==> src/rtl/fifo_wr_arbiter_if.sv <==
// Bus between the requesters/fifo side and the write-port arbiter.
// The slave modport is the arbiter's view; the master modport is the
// producer/fifo side that drives requests and the full flag.
interface fifo_wr_arbiter_if #(
  parameter type DATA_TYPE = logic [1:0],
  parameter int  N_REQ     = 4
);

  logic [N_REQ-1:0] req;
  DATA_TYPE         req_data [N_REQ];
  logic             fifo_full;
  logic [N_REQ-1:0] grant;
  logic [N_REQ-1:0] ack;
  logic             fifo_wr_en;
  DATA_TYPE         fifo_wr_data;
  logic             busy;

  modport master (
    output req,
    output req_data,
    output fifo_full,
    input  grant,
    input  ack,
    input  fifo_wr_en,
    input  fifo_wr_data,
    input  busy
  );

  modport slave (
    input  req,
    input  req_data,
    input  fifo_full,
    output grant,
    output ack,
    output fifo_wr_en,
    output fifo_wr_data,
    output busy
  );

endinterface

==> src/rtl/fifo_wr_arbiter.sv <==
// Round-robin arbiter sharing one fifo write port among N_REQ producers.
// A grant lasts until the owner withdraws or has written MAX_BURST words;
// on release the next owner is chosen in the same cycle so there is no
// idle bubble between back-to-back bursts. Cycles where the fifo is full
// neither write nor count toward the burst limit.
module fifo_wr_arbiter #(
  parameter type DATA_TYPE = logic [1:0],
  parameter int  N_REQ     = 4,
  parameter int  MAX_BURST = 2
) (
  input  logic             i_clk,
  input  logic             i_reset,
  fifo_wr_arbiter_if.slave io_bus
);

  localparam int IDX_W = (N_REQ > 1) ? $clog2(N_REQ) : 1;
  localparam int CNT_W = $clog2(MAX_BURST + 1);
  localparam logic [CNT_W-1:0] BURST_LAST = CNT_W'(MAX_BURST - 1);

  typedef enum logic {
    ST_IDLE,
    ST_OWN
  } state_t;

  state_t           r_state;
  state_t           w_nextState;
  logic [N_REQ-1:0] r_grant;
  logic [N_REQ-1:0] w_nextGrant;
  logic [IDX_W-1:0] r_owner;
  logic [IDX_W-1:0] w_nextOwner;
  logic [IDX_W-1:0] r_rrPtr;
  logic [IDX_W-1:0] w_nextRrPtr;
  logic [CNT_W-1:0] r_burstCnt;
  logic [CNT_W-1:0] w_nextBurstCnt;

  logic [IDX_W-1:0] w_ownerPlusOne;
  logic [IDX_W-1:0] w_arbPtr;
  logic [IDX_W-1:0] w_winner;
  logic             w_anyReq;
  int               w_scanIdx;
  logic [N_REQ-1:0] w_ack;
  logic             w_ownerReq;
  logic             w_burstDone;
  logic             w_release;
  DATA_TYPE         w_wrData;

  // Pointer to the requester just after the current owner, wrapping at N_REQ
  always_comb begin
    w_ownerPlusOne = '0;
    if (int'(r_owner) != N_REQ - 1) begin
      w_ownerPlusOne = r_owner + IDX_W'(1);
    end
  end

  // Search start: stored pointer when idle, owner+1 when releasing a grant
  always_comb begin
    w_arbPtr = r_rrPtr;
    if (r_state == ST_OWN) begin
      w_arbPtr = w_ownerPlusOne;
    end
  end

  // Round-robin pick: first asserted request at or after the search start
  always_comb begin
    w_anyReq  = 1'b0;
    w_winner  = '0;
    w_scanIdx = 0;
    for (int i = 0; i < N_REQ; i++) begin
      w_scanIdx = int'(w_arbPtr) + i;
      if (w_scanIdx >= N_REQ) begin
        w_scanIdx = w_scanIdx - N_REQ;
      end
      if (!w_anyReq && io_bus.req[IDX_W'(w_scanIdx)]) begin
        w_anyReq = 1'b1;
        w_winner = IDX_W'(w_scanIdx);
      end
    end
  end

  // A word is written only for the owner, while it requests, the fifo has room and not in reset
  always_comb begin
    w_ack = '0;
    if ((r_state == ST_OWN) && !i_reset && !io_bus.fifo_full) begin
      w_ack = r_grant & io_bus.req;
    end
  end

  // Release conditions: owner withdrew, or this write completes the burst
  always_comb begin
    w_ownerReq  = io_bus.req[r_owner];
    w_burstDone = (|w_ack) && (r_burstCnt == BURST_LAST);
    w_release   = (r_state == ST_OWN) && (!w_ownerReq || w_burstDone);
  end

  // State and datapath registers; reset wins over any burst in progress
  always_ff @(posedge i_clk) begin
    if (i_reset) begin
      r_state    <= ST_IDLE;
      r_grant    <= '0;
      r_owner    <= '0;
      r_rrPtr    <= '0;
      r_burstCnt <= '0;
    end else begin
      r_state    <= w_nextState;
      r_grant    <= w_nextGrant;
      r_owner    <= w_nextOwner;
      r_rrPtr    <= w_nextRrPtr;
      r_burstCnt <= w_nextBurstCnt;
    end
  end

  // Next-state logic: grant on any request, hand over or go idle on release
  always_comb begin
    w_nextState    = r_state;
    w_nextGrant    = r_grant;
    w_nextOwner    = r_owner;
    w_nextRrPtr    = r_rrPtr;
    w_nextBurstCnt = r_burstCnt;
    case (r_state)
      ST_IDLE: begin
        if (w_anyReq) begin
          w_nextState    = ST_OWN;
          w_nextGrant    = N_REQ'(1) << w_winner;
          w_nextOwner    = w_winner;
          w_nextBurstCnt = '0;
        end
      end
      ST_OWN: begin
        if (w_release) begin
          w_nextRrPtr    = w_ownerPlusOne;
          w_nextBurstCnt = '0;
          if (w_anyReq) begin
            w_nextState = ST_OWN;
            w_nextGrant = N_REQ'(1) << w_winner;
            w_nextOwner = w_winner;
          end else begin
            w_nextState = ST_IDLE;
            w_nextGrant = '0;
            w_nextOwner = '0;
          end
        end else if (|w_ack) begin
          w_nextBurstCnt = r_burstCnt + CNT_W'(1);
        end
      end
      default: begin
        w_nextState    = ST_IDLE;
        w_nextGrant    = '0;
        w_nextOwner    = '0;
        w_nextBurstCnt = '0;
      end
    endcase
  end

  // Output logic: owner's word presented while granted, zero when idle or in reset
  always_comb begin
    w_wrData = '0;
    if ((r_state == ST_OWN) && !i_reset) begin
      w_wrData = io_bus.req_data[r_owner];
    end
  end

  assign io_bus.grant        = r_grant;
  assign io_bus.ack          = w_ack;
  assign io_bus.fifo_wr_en   = |w_ack;
  assign io_bus.fifo_wr_data = w_wrData;
  assign io_bus.busy         = |r_grant;

endmodule

==> src/flat_wrapper.sv <==
// flat-port wrapper written by rule: the top's interface ports become plain ports
module fifo_wr_arbiter_flat 
#(
  parameter type DATA_TYPE = logic [1:0],
  parameter int  N_REQ     = 4,
  parameter int  MAX_BURST = 2
)
  (i_clk, i_reset, io_bus_req, io_bus_req_data, io_bus_fifo_full, io_bus_grant, io_bus_ack, io_bus_fifo_wr_en, io_bus_fifo_wr_data, io_bus_busy);
  fifo_wr_arbiter_if #(.DATA_TYPE(DATA_TYPE), .N_REQ(N_REQ)) io_bus_i ();
  input  logic i_clk;
  input  logic i_reset;
  input wire logic [$bits(io_bus_i.req)-1:0] io_bus_req;
  input wire logic [$bits(io_bus_i.req_data)-1:0] io_bus_req_data;
  input wire logic [$bits(io_bus_i.fifo_full)-1:0] io_bus_fifo_full;
  output wire logic [$bits(io_bus_i.grant)-1:0] io_bus_grant;
  output wire logic [$bits(io_bus_i.ack)-1:0] io_bus_ack;
  output wire logic [$bits(io_bus_i.fifo_wr_en)-1:0] io_bus_fifo_wr_en;
  output wire logic [$bits(io_bus_i.fifo_wr_data)-1:0] io_bus_fifo_wr_data;
  output wire logic [$bits(io_bus_i.busy)-1:0] io_bus_busy;
  assign io_bus_i.req = io_bus_req;
  assign io_bus_i.req_data = {>>{io_bus_req_data}};
  assign io_bus_i.fifo_full = io_bus_fifo_full;
  assign io_bus_grant = io_bus_i.grant;
  assign io_bus_ack = io_bus_i.ack;
  assign io_bus_fifo_wr_en = io_bus_i.fifo_wr_en;
  assign io_bus_fifo_wr_data = io_bus_i.fifo_wr_data;
  assign io_bus_busy = io_bus_i.busy;
  fifo_wr_arbiter #(.DATA_TYPE(DATA_TYPE), .N_REQ(N_REQ), .MAX_BURST(MAX_BURST)) u_core (.i_clk(i_clk), .i_reset(i_reset), .io_bus(io_bus_i));
endmodule
==> config.mk <==
export PLATFORM = sky130hd
export DESIGN_NAME = fifo_wr_arbiter_flat
export DESIGN_NICKNAME = d
export VERILOG_FILES = /design/src/rtl/fifo_wr_arbiter_if.sv /design/src/rtl/fifo_wr_arbiter.sv /design/src/flat_wrapper.sv
export SDC_FILE = /design/constraint.sdc
export NUM_CORES = 1
export LEC_CHECK = 0
export CAP_MARGIN = 5
export CORE_MARGIN = 5
export CORE_UTILIZATION = 40
export DETAILED_ROUTE_END_ITERATION = 12
export PLACE_DENSITY = 0.8
export SYNTH_ARGS = -nofsm -noshare
export SYNTH_HDL_FRONTEND = slang
export SYNTH_SLANG_ARGS = --single-unit
==> constraint.sdc <==
create_clock -name i_clk -period 2 [get_ports i_clk]
set_clock_uncertainty 0.05 [all_clocks]
set_input_delay 0.5 -clock i_clk [delete_from_list [all_inputs] [get_ports i_clk]]
set_output_delay 0.5 -clock i_clk [all_outputs]
set_load 0.02 [all_outputs]
Word level (Yosys, flattened, before mapping):

Cells that the tools add are included.
W data, S select, Z words.

* bitwise gates (word level): 3
* add/subtract/negate cells: 9
* magnitude comparators: 10
* muxes and demuxes: 48
* equality and inequality tests: 5
* reduce and logical (&&, ||, !) cells: 19
* shift-type cells: 1

Operators with widths (number)
* $mux W2: 19
* $lt A2 B4 Y1 const B: 4
* $mux W4: 4
* $mux W1: 15
* $ge A3 B3 Y1 const B: 4
* $bmux W1 S2: 5
* $pmux W2 S2: 2
* $pmux W4 S2: 1
* $reduce_or A4 Y1: 2
* $sub A2 B1 Y2 const B: 4
* $logic_and A1 B1 Y1: 7
* $add A2 B2 Y3 const B: 2
* $logic_not A1 Y1: 6
* $reduce_and A2 Y1: 3
* $add A2 B1 Y2 const B: 2
* $and A4 B4 Y4: 1
* $bmux W2 S2: 1
* $ne A2 B1 Y1 const B: 2
* $shl A1 B2 Y4 const A: 1
* $add A2 B1 Y3 const B: 1
* $ge A2 B3 Y1 const B: 1
* $lt A2 B3 Y1 const B: 1
* $ne A3 B3 Y1 const B: 1
* $not A2 Y3: 1
* 5 further kinds: 5

* flip-flop bits (word level): 11
* output and inout bits: 12

Depth between registers and ports, before layout:

* word-level depth: 22
* mapped depth: 7
* depth with buffers taken out: 7

Worst setup path before layout:

No wires, ideal clock.

* path kind: input-to-reg
* start: input port i_reset
* end: register u_core.r_burstCnt[1]
* library setup time: 0.070 ns
* path slack: -0.183 ns
* data arrival time: 2.062 ns
* data required time: 1.880 ns
* stages: 6
* cells stage by stage: or3b_1 -> buf_6 -> a31oi_1 -> o21ai_1 -> or3_1 -> a21oi_1

* word-level cells in the longest chain between the ends: 10

RTL lines
* start, declared: RTL line flat_wrapper.sv:11 `input logic i_reset;`
* $logic_not A1 Y1 *: RTL line fifo_wr_arbiter.sv:83 `if ((r_state == ST_OWN) && !i_reset && !io_bus.fifo_full) begin`
* $logic_and A1 B1 Y1 * (2 in series): RTL line fifo_wr_arbiter.sv:83
* $mux W4 *: RTL line fifo_wr_arbiter.sv:83
* $reduce_or A4 Y1 *
* net io_bus_fifo_wr_en: RTL line flat_wrapper.sv:17 `output wire logic [$bits(io_bus_i.fifo_wr_en)-1:0] io_bus_fifo_wr_en;`
* $logic_and A1 B1 Y1: RTL line fifo_wr_arbiter.sv:91 `w_burstDone = (|w_ack) && (r_burstCnt == BURST_LAST);`
* $logic_or A1 B1 Y1: RTL line fifo_wr_arbiter.sv:92 `w_release = (r_state == ST_OWN) && (!w_ownerReq || w_burstDone);`
* $logic_and A1 B1 Y1: RTL line fifo_wr_arbiter.sv:92
* $mux W2 or $ne A3 B3 Y1 (tied branches)
* $pmux W2 S2 or $reduce_and A2 Y1 (tied branches)
* end signal, assigned: RTL line fifo_wr_arbiter.sv:108 `r_burstCnt <= w_nextBurstCnt;`
* end, declared: RTL line fifo_wr_arbiter.sv:33 `logic [CNT_W-1:0] r_burstCnt;`

The timed path passes the listed nets; every way through them passes the cells marked *.
A chain may end at the register's enable or synchronous reset.

Worst setup path in the final report:

* start: register u_core.r_owner[0]
* end: output port io_bus_fifo_wr_data[1]

* word-level cells in the longest chain between the ends: 5

RTL lines
* start, declared: RTL line fifo_wr_arbiter.sv:29 `logic [IDX_W-1:0] r_owner;`
* start signal, assigned: RTL line fifo_wr_arbiter.sv:106 `r_owner <= w_nextOwner;`
* $not A2 Y3 (not written as such): RTL line fifo_wr_arbiter.sv:158 `w_wrData = io_bus.req_data[r_owner];`
* $bmux W2 S2: RTL line fifo_wr_arbiter.sv:158
* $mux W2 (not written as such) (2 in series): RTL line fifo_wr_arbiter.sv:158
* $mux W2: RTL line fifo_wr_arbiter.sv:157 `if ((r_state == ST_OWN) && !i_reset) begin`
* end, declared: RTL line flat_wrapper.sv:18 `output wire logic [$bits(io_bus_i.fifo_wr_data)-1:0] io_bus_fifo_wr_data;`

Every way passes these cells. The select of a mux whose other input is x is not followed.

==> impl_metrics.env <==
export IMPL_outcome="finished clean"
export IMPL_async_flop_share_pct=0
export IMPL_setup_viol_count_final=0
export IMPL_setup_tns_ps=0
export IMPL_synth_area_top_cells="dfxtp_1 27%, mux4_2 8.3%, nand2_1 6.0%"
export IMPL_vdd_drop_max_mv=0.405
export IMPL_cts_made_buffers=3
export IMPL_portBuffers=26
export IMPL_yosysUniqueCellTypes=43
export IMPL_cts_max_level=1
export IMPL_drv_slew=0
export IMPL_synth_seq_area_share_pct=26.9
export IMPL_grt_overflow=0
export IMPL_yosysTopAreaCellShare_pct=26.9
export IMPL_cp_end_kind="output port"
export IMPL_ff_latch_area_um2=225
export IMPL_max_cap_violations=0
export IMPL_min_from="u_core.r_burstCnt[1]"
export IMPL_rsz0062_at_grt="yes"
export IMPL_vias=971
export IMPL_wirelength_um=2760
export IMPL_ant_nets=0
export IMPL_fin_nets=162
export IMPL_diodes=0
export IMPL_tightest_slew_ps=378
export IMPL_required_ps=1450
export IMPL_layout_drive_gt1_share_pct=43.8
export IMPL_cp_startpoint="u_core.r_owner[0]"
export IMPL_path_cells="mux4_2 > and3b_1 > buf_6"
export IMPL_final_hold_violation_count=0
export IMPL_syn_inst=97
export IMPL_via_per_inst=5.68
export IMPL_fmax_mhz=501
export IMPL_cts_max_path_buffers=2
export IMPL_root_buffer="clkbuf_4"
export IMPL_relSlewSlack_pct=74.7
export IMPL_grt_pass1_wl_um=4440
export IMPL_clk_latency_ps=270
export IMPL_finalCritPeriodShare_pct=99.8
export IMPL_ys_top_cells_by_count="13 x nand2_1, 11 x dfxtp_1, 9 x nor2_1"
export IMPL_io_pins=27
export IMPL_synth_most_common_cell="nand2_1"
export IMPL_avgSynthCellArea_um2=8.44
export IMPL_worstSetupStartpointType="register"
export IMPL_powerDensity_nw_per_um2=585
export IMPL_placementRows=16
export IMPL_hold_class="register to register"
export IMPL_die_x_um=55.2
export IMPL_placed_area_um2=1260
export IMPL_syn_to_final_growth_pct=67.3
export IMPL_cp_slowest_stage_delay_ps=490
export IMPL_cts_tree="built"
export IMPL_p_leak_nw=0.571
export IMPL_grt_antenna_before_repair=0
export IMPL_first_global_vias=970
export IMPL_cts_hold_buf=0
export IMPL_min_period_ps=2000
export IMPL_syn_num_nets=114
export IMPL_path_class="register to output port"
export IMPL_synth_ff_type="dfxtp_1"
export IMPL_nFillCells=152
export IMPL_gp_congestion=0.826
export IMPL_synth_top_family_by_area="simple AND/OR/NAND/NOR gates"
export IMPL_synthSimpleGateAreaFrac_pct=28.7
export IMPL_synth_compound_area_share_pct=24.8
export IMPL_die_y_um=55.2
export IMPL_arrival_ps=1450
export IMPL_multi_input_area_um2=657
export IMPL_cp_slowest_cell="mux4_2"
export IMPL_dpl_hpwl_um=1970
export IMPL_synth_mux_area_share_pct=10.7
export IMPL_gr_usage_all_layers_pct=17.4
export IMPL_grt_start_max_net_pins=17
export IMPL_yosys_warnings=0
export IMPL_timing_rr_start="u_core.r_owner[0]"
export IMPL_drtIter0Drc=15
export IMPL_coreArea_um2=1960
export IMPL_final_design_area_no_fill_um2=1370
export IMPL_dieArea_um2=3050
export IMPL_dr_pass1_iters=4
export IMPL_clkTransAtPathRegs_ps=80
export IMPL_synth_top_cell_by_area="dfxtp_1"
export IMPL_synth_edf_count=0
export IMPL_remaining_drc_errors=0
export IMPL_cts_sinks=11
export IMPL_synth_xor_area_share_pct=0
export IMPL_synth_seq_cells=11
export IMPL_cp_max_fo=3
export IMPL_routedWlPerCell_um=16.2
export IMPL_syn_area_um2=818
export IMPL_yosys_area_share_adder_pct=3.06
export IMPL_start_util_pct=41.7
-- worst max-delay path: cells and delay by family, from the launching register on --
kind | cells | cell delay, ps
buf+inv | 1 | 130
flops | 1 | 370
mux | 1 | 490
simple gates | 1 | 190
-- state kept, by name (all words and copies together) (netlist names) --
name,cells
u_core.r_state,1
u_core.io_bus.grant,4
u_core.r_owner,2
u_core.r_rrPtr,2
u_core.r_burstCnt,2
-- path summary, 6_finish.rpt --
kind                                 end  slack (ps)  depth (start not counted)
hold / removal      u_core.r_burstCnt[1]         420                          2
setup reg to reg  u_core.io_bus.grant[3]          30                          8
setup / recovery  io_bus_fifo_wr_data[1]           4                          3
hold reg to reg     u_core.r_burstCnt[1]         420                          2
-- logic make-up (layout without fill, tap and decap cells) --
kind of cell    after synthesis  after routing
compound gates               25             25
fa+ha+maj                     2              2
buf+inv                       9             56
flops                        11             11
mux                           5              5
simple gates                 45             45
-- timing repair --
item                                    in CTS  in global routing
endpoints found under the hold margin        0                  0
buffers inserted                             1                  0
endpoints found under the setup margin      18                 16
resized for setup                           79                 14
pin swaps                                    8                  7
-- routing by layer --
metal,global-route usage (%),vias up,wire [µm]
li1,-,454,-
met1,19.7,473,1090
met2,32.8,38,1460
met3,3.96,6,160
met4,3.47,0,49
met5,0,-,0
-- layout make-up --
class | instances | share of cell area (%)
timing repair buffer | 49 | 30.3
tap | 27 | 2.47
inverter | 3 | 0.823
multi-input combinational | 77 | 48.0
clock buffer | 3 | 1.65
clock inverter | 1 | 0.366
sequential | 11 | 16.5
-- power breakdown --
part           leakage [nW]  switching, W  internal [W]
Combinational         0.462      0.000184      0.000193
Sequential           0.0910     0.0000252      0.000242
Clock                0.0177     0.0000820     0.0000739
-- layout by cell type (no fill, tap or decap), types with 3 or more instances in the layout --
cell | Yosys | layout
dfxtp_1 | 11 | 9
clkdlybuf4s50_1 | 0 | 4
buf_6 | 1 | 6
buf_2 | 1 | 3
clkbuf_4 | 0 | 3
buf_4 | 1 | 22
dlygate4sd2_1 | 0 | 3
mux4_2 | 3 | 3
a21oi_1 | 5 | 4
nand2b_1 | 3 | 3
clkdlybuf4s15_1 | 0 | 9
nand2_1 | 13 | 11
or3_1 | 4 | 4
inv_1 | 3 | 3
nor2_1 | 9 | 8
-- stage by stage --
step / util [%] / cells / setup WS [ps] / hold WS (ps) / total power [W]
after global routing: 69.8 / 171 / -54.9 / 453 / 0.000850
after detailed placement: 64.0 / 166 / -870 / 410 / 0.000615
after CTS: 68.2 / 171 / -18.6 / 420 / 0.000788
after floorplan: - / 97 / -0.363 / 382 / 0.000451
after global placement: 64.0 / 166 / -814 / 389 / 0.000603
final: 69.8 / 171 / 3.58 / 415 / 0.000801
No activity file was read; power rests on OpenSTA's default activity.
==> RTL change 1: new RTL, same settings <==
Reset style: asynchronous (`i_reset`), changed in one clocked block.
--- a/src/rtl/fifo_wr_arbiter.sv
+++ b/src/rtl/fifo_wr_arbiter.sv
@@ -95,3 +95,3 @@
   // State and datapath registers; reset wins over any burst in progress
-  always_ff @(posedge i_clk) begin
+  always_ff @(posedge i_clk or posedge i_reset) begin
     if (i_reset) begin
Formal check against the unedited RTL: differs if i_reset is asserted again (counterexample within 4 cycles, from zero or initial values and one cycle with i_reset high); with i_reset held inactive, the same outputs for 10 cycles.
==> RTL change 1 against the original RTL <==
- the run now ends with negative setup slack left
- wire length up 0.43%
- synthesized cell count down 16%
- first-iteration DRC count decreased by 13%
- global-route usage is 3.6 points higher
- register-to-register slack got worse by 140 ps
- count of clock-buffer cells in the layout rose by 1
- sequential cell count unchanged
- critical path depth is 1 higher
- synthesized area is 2.4% lower
- worst setup slack worse by 130 ps
- die area is 2.0% lower
- design area increased by 2.3%
- worst hold slack worse by 160 ps
- critical endpoint unchanged
Power is not compared: it rests on default switching activity, and its combinational part moved more than twofold at a synthesized area within 25%.
==> RTL change 1: results (changes against the original RTL) <==
- Status: complete, but fails checks
- Failing checks: negative setup slack
- Synth async-reset ratio: 100% (+100 points)
- Routed met2 length: 1.46 mm (+0.27%)
- Diode count: 0 (unchanged)
- Vias: 920 (-5.3%)
- Post-synthesis sequential area ratio: 34.5% (+7.6 points)
- Detailed Place HPWL: 1.89 mm (-3.6%)
- Layout clock area frac: 1.88% (-0.13 points)
- Largest net degree at the start of global routing: 14 (-3)
- Setup tns final: -439 ps (-439 ps)
- Fraction of area in multi-input gates: 41.6% (-6.3 points)
- Count of cell types in the netlist: 34 (-21%)
- Post-synth top cells: 11 x dfrtp_1, 11 x nand2_1, 8 x inv_1, 8 x nor2_1, 5 x mux2i_1
- Crit path from: u_core.r_owner[0]
- Non-clock buffer count: 54 (+10%)
- WP data arrival: 1570 ps (+120 ps)
- # clock sinks: 11 (unchanged)
- Metal1 wirelength: 1.11 mm (+1.8%)
- Mux cell area share after synthesis: 16.1% (+5.4 points)
- Area post-placement: 1280 um2 (+1.8%)
- Vias in the first global route: 959 (-1.1%)
- Worst path slowest cell: mux4_2
- Synthesized instance count: 81 (-16%)
- DR iter-0 viols: 13 (-2)
- Worst-margin pin slew: 397 ps (+18.9 ps)
- Met2 Use GR: 39.0% (+6.2 points)
- Worst slack, placed: -752 ps (+118 ps)
- Grt met3 use: 3.00% (-0.97 points)
- First-pass GRT wire length: 4.44 mm (+0.16%)
- Post-CTS Resized: 74 (-6.3%)
- Inverters: 8 (+5)
- Worst min path class: in2async
- Multi-input gate area: 583 um2 (-11%)
- CLK BUF: 4 (+1)
- GPL Wtd Cong: 0.771 (-6.7%)
- R2R Path Start: u_core.r_owner[0]
- Clock buffer depth: 2 (unchanged)
- Layout Nets: 156 (-3.7%)
- NonClk Buf Share: 32.2% (+1.9 points)
- GR Util met1: 23.4% (+3.7 points)
- Drt total wl: 2.77 mm (+0.43%)
- Post-Synth Adder-Cell Area: 3.13% (+0.077 points)
- Fillcell total: 138 (-9.2%)
- Post-synthesis compound-gate area fraction: 22.1% (-2.7 points)
- Met3 Wirelength: 142 um (-11%)
- # Post-CTS Setup Buffers: 7 (+6)
- Layout cells sized above 1: 48.6% (+4.8 points)
- CP max FO: 2 (-1)
- Util after Layout: 72.9% (+3.1 points)
- GR Util All Layers: 21.0% (+3.6 points)
- Post-synth net total: 98 (-14%)
- Vias per cell: 5.58 (-1.8%)
- Seq/total area: 19.7% (+3.3 points)
- Setup violators final: 6 (+6)
- Top FF cell, synth: dfrtp_1
- Fin worst setup slack: -123 ps (-126 ps)
- Synth top area cells: dfrtp_1 34%, mux4_2 8.5%, mux2i_1 6.3%, nand2_1 5.2%, inv_1 3.8%
- Internal Power: between 1 and 1.5 mW
- Multi-Input Combinational: 61 (-21%)
RTL change 1: changes by cell type after synthesis, moves of 3 or more:
cell	change
dfxtp_1	-11
inv_1	+5
a21oi_1	-4
dfrtp_1	+11
or3_1	-4
nand2b_1	-3
mux2i_1	+3
RTL change 1: path summary, 6_finish.rpt:
path                                                to  slack [ps]  cells after the start
worst min-delay path                 u_core.r_rrPtr[1]         250                      3
worst max-delay path            io_bus_fifo_wr_data[1]        -120                      4
max in group asynchronous            u_core.r_owner[1]        1490                      3
worst min register to register    u_core.r_burstCnt[1]         460                      2
min in group i_clk                u_core.r_burstCnt[1]         460                      2
worst max register to register  u_core.io_bus.grant[3]        -110                      8
RTL change 1: critical path: cells and delay by family, from the launching register on:
| family | cells | cell delay [ps] |
|---|---|---|
| buffers and inverters | 2 | 240 |
| flip-flops | 1 | 390 |
| AND/OR/NAND/NOR | 1 | 180 |
| multiplexers | 1 | 480 |
==> RTL change 2: new RTL, config.mk and constraints unchanged <==
Without the edit above. `N_REQ` is set to 4 in 3 places; all go to 8.
--- a/src/rtl/fifo_wr_arbiter_if.sv
+++ b/src/rtl/fifo_wr_arbiter_if.sv
@@ -5,3 +5,3 @@
   parameter type DATA_TYPE = logic [1:0],
-  parameter int  N_REQ     = 4
+  parameter int  N_REQ     = 8
 );
--- a/src/rtl/fifo_wr_arbiter.sv
+++ b/src/rtl/fifo_wr_arbiter.sv
@@ -7,3 +7,3 @@
   parameter type DATA_TYPE = logic [1:0],
-  parameter int  N_REQ     = 4,
+  parameter int  N_REQ     = 8,
   parameter int  MAX_BURST = 2
--- a/src/flat_wrapper.sv
+++ b/src/flat_wrapper.sv
@@ -4,3 +4,3 @@
   parameter type DATA_TYPE = logic [1:0],
-  parameter int  N_REQ     = 4,
+  parameter int  N_REQ     = 8,
   parameter int  MAX_BURST = 2
Interface: changed (resized io_bus_ack, io_bus_grant, io_bus_req and io_bus_req_data); port bits go from 27 to 47. No check against the original RTL was run, so the function may have changed too.
==> RTL change 2 against the original RTL <==
- the run now ends with negative setup slack left
- combinational power increased to 12 times the old value
- worst setup slack worse by 1500 ps
- power grew to 6.7 times the old value
- clock power increased by 74%
- die area is 140% higher
- sequential cell count rose by 6
- synthesized area grew to 2.7 times the old value
- wire length increased to 3.5 times the old value
- design area grew to 2.9 times the old value
- largest cell class unchanged
- highest routed layer unchanged
==> RTL change 2: results (changes against the original RTL) <==
- CP max FO: 8 (+5)
- Synth Warn #: 0 (unchanged)
- Worst slack, placed: -1400 ps (-531 ps)
- Drt total wl: 9.74 mm (+250%)
- Setup tns final: -22690 ps (-22690 ps)
- GR Util All Layers: 25.7% (+8.3 points)
- Clock buffer depth: 2 (unchanged)
- Setup Crit Path Kind: reg2reg
- Failing checks: negative setup slack
- First drt pass iteration count: 5 (+1)
- Root buffer cell: clkbuf_8
- Fillcell total: 380 (+150%)
- Status: complete, but fails checks
- DR iter-0 viols: 228 (+213)
- R2R Path Start: u_core.r_owner[0]
- PortBufs: 46 (+77%)
- Worst Hold Launch: u_core.r_burstCnt[1]
- Diode count: 0 (unchanged)
- First-pass GRT wire length: 14.9 mm (+240%)
- Clk slew on worst S/H paths: 70 ps
- Count of cell types in the netlist: 64 (+49%)
- WP data arrival: 3650 ps (+2200 ps)
- Largest net degree at the start of global routing: 16 (-1)
- CTS H-tree lvls: 1 (unchanged)
- Skew-Pair Late Insertion Delay: approximately 260 ps
- Static Leakage: 1.79 nW (+210%)
- Max reg flops: 8 (+4)
- Layout Nets: 443 (+170%)
- Vias: 2844 (+190%)
- Top FF cell, synth: dfxtp_1
- Setup violators final: 28 (+28)
- Synth async-reset ratio: 0% (unchanged)
- Synth top area cells: mux2i_1 16%, dfxtp_1 15%, mux4_2 14%, nand2_1 5.0%, nor2_1 4.9%
- Worst min path class: reg2reg
- Number of buffers created by CTS: 3 (unchanged)
- GPL Wtd Cong: 0.940 (+14%)
- Post-synth top cells: 35 x mux2i_1, 30 x nand2_1, 29 x nor2_1
- Post-synthesis sequential area ratio: 15.3% (-12 points)
- Detailed Place HPWL: 6.39 mm (+230%)
- Post-synth net total: 289 (+150%)
- Maximum VDD drop: 0.833 mV (+110%)
- Number of antenna violations at the first check in global routing: 0 (unchanged)
- Vias in the first global route: 3042 (+210%)
- Worst-margin pin slew: 537 ps (+159 ps)
- Layout cells sized above 1: 52.4% (+8.7 points)
- Fin worst setup slack: -1500 ps (-1510 ps)
RTL change 2: where the power goes:
| group | internal [mW] | switching, mW |
|---|---|---|
| sequential | 0.437 | 0.108 |
| clock | 0.139 | 0.132 |
| combinational | 2.34 | 2.17 |
RTL change 2: metrics by stage:
step                cells  hold WS [ps]  util, %  cell area (um2)
detailed placement    449           409     63.5             3480
finish                482           450     73.0             3990
CTS                   480           418     71.4             3910
global route          482           468     73.0             3990
floorplan             257           382        -             2340
global placement      449           390     63.5             3480
RTL change 2: worst paths after layout:
kind / end / cells after the start
worst max register to register: u_core.io_bus.grant[0] / 13
worst min register to register: u_core.r_burstCnt[1] / 2
worst min-delay path: u_core.r_burstCnt[1] / 2
worst max-delay path: u_core.io_bus.grant[0] / 13
RTL change 2: logic make-up after synthesis:
group / count (synthesis) / share of synthesized area, %
fa+ha+maj: 5 / 2.80
simple gates: 98 / 23.5
buf+inv: 28 / 5.66
compound gates: 51 / 18.1
mux: 56 / 33.9
xor+xnor: 2 / 0.785
flops: 17 / 15.3
RTL change 2: layer usage:
metal | vias up | wire length, um | global-route usage [%]
li1 | 1299 | - | -
met1 | 1349 | 3510 | 27.2
met2 | 154 | 5070 | 48.0
met3 | 42 | 692 | 4.22
met4 | 0 | 466 | 13.4
met5 | - | 0 | 0
RTL change 2: critical path, stage by stage (launching register included):
cell,delay [ps]
dfxtp_2,350
ha_4,170
ha_4,180
nor3b_4,230
nor2_4,80
buf_6,140
ha_4,320
buf_4,120
mux4_2,510
nand4b_1,400
o31ai_2,370
nor2b_2,210
buf_6,140
a22o_1,170
RTL change 2: layout make-up:
cell class | instances | share of cell area [%]
multi-input cells | 213 | 50.8
repair buffers | 168 | 36.4
flip-flops and latches | 17 | 8.62
well taps | 72 | 2.26
clock buffers | 3 | 1.03
inverters | 8 | 0.752
clock inverters | 1 | 0.125
RTL change 2: timing repair:
| action | 4_1_cts | 5_1_grt |
|---|---|---|
| gates cloned | 2 | 0 |
| resized for setup | 144 | 19 |
| setup buffers | 27 | 5 |
| pin swaps | 14 | 9 |
| endpoints found under the setup margin | 29 | 28 |
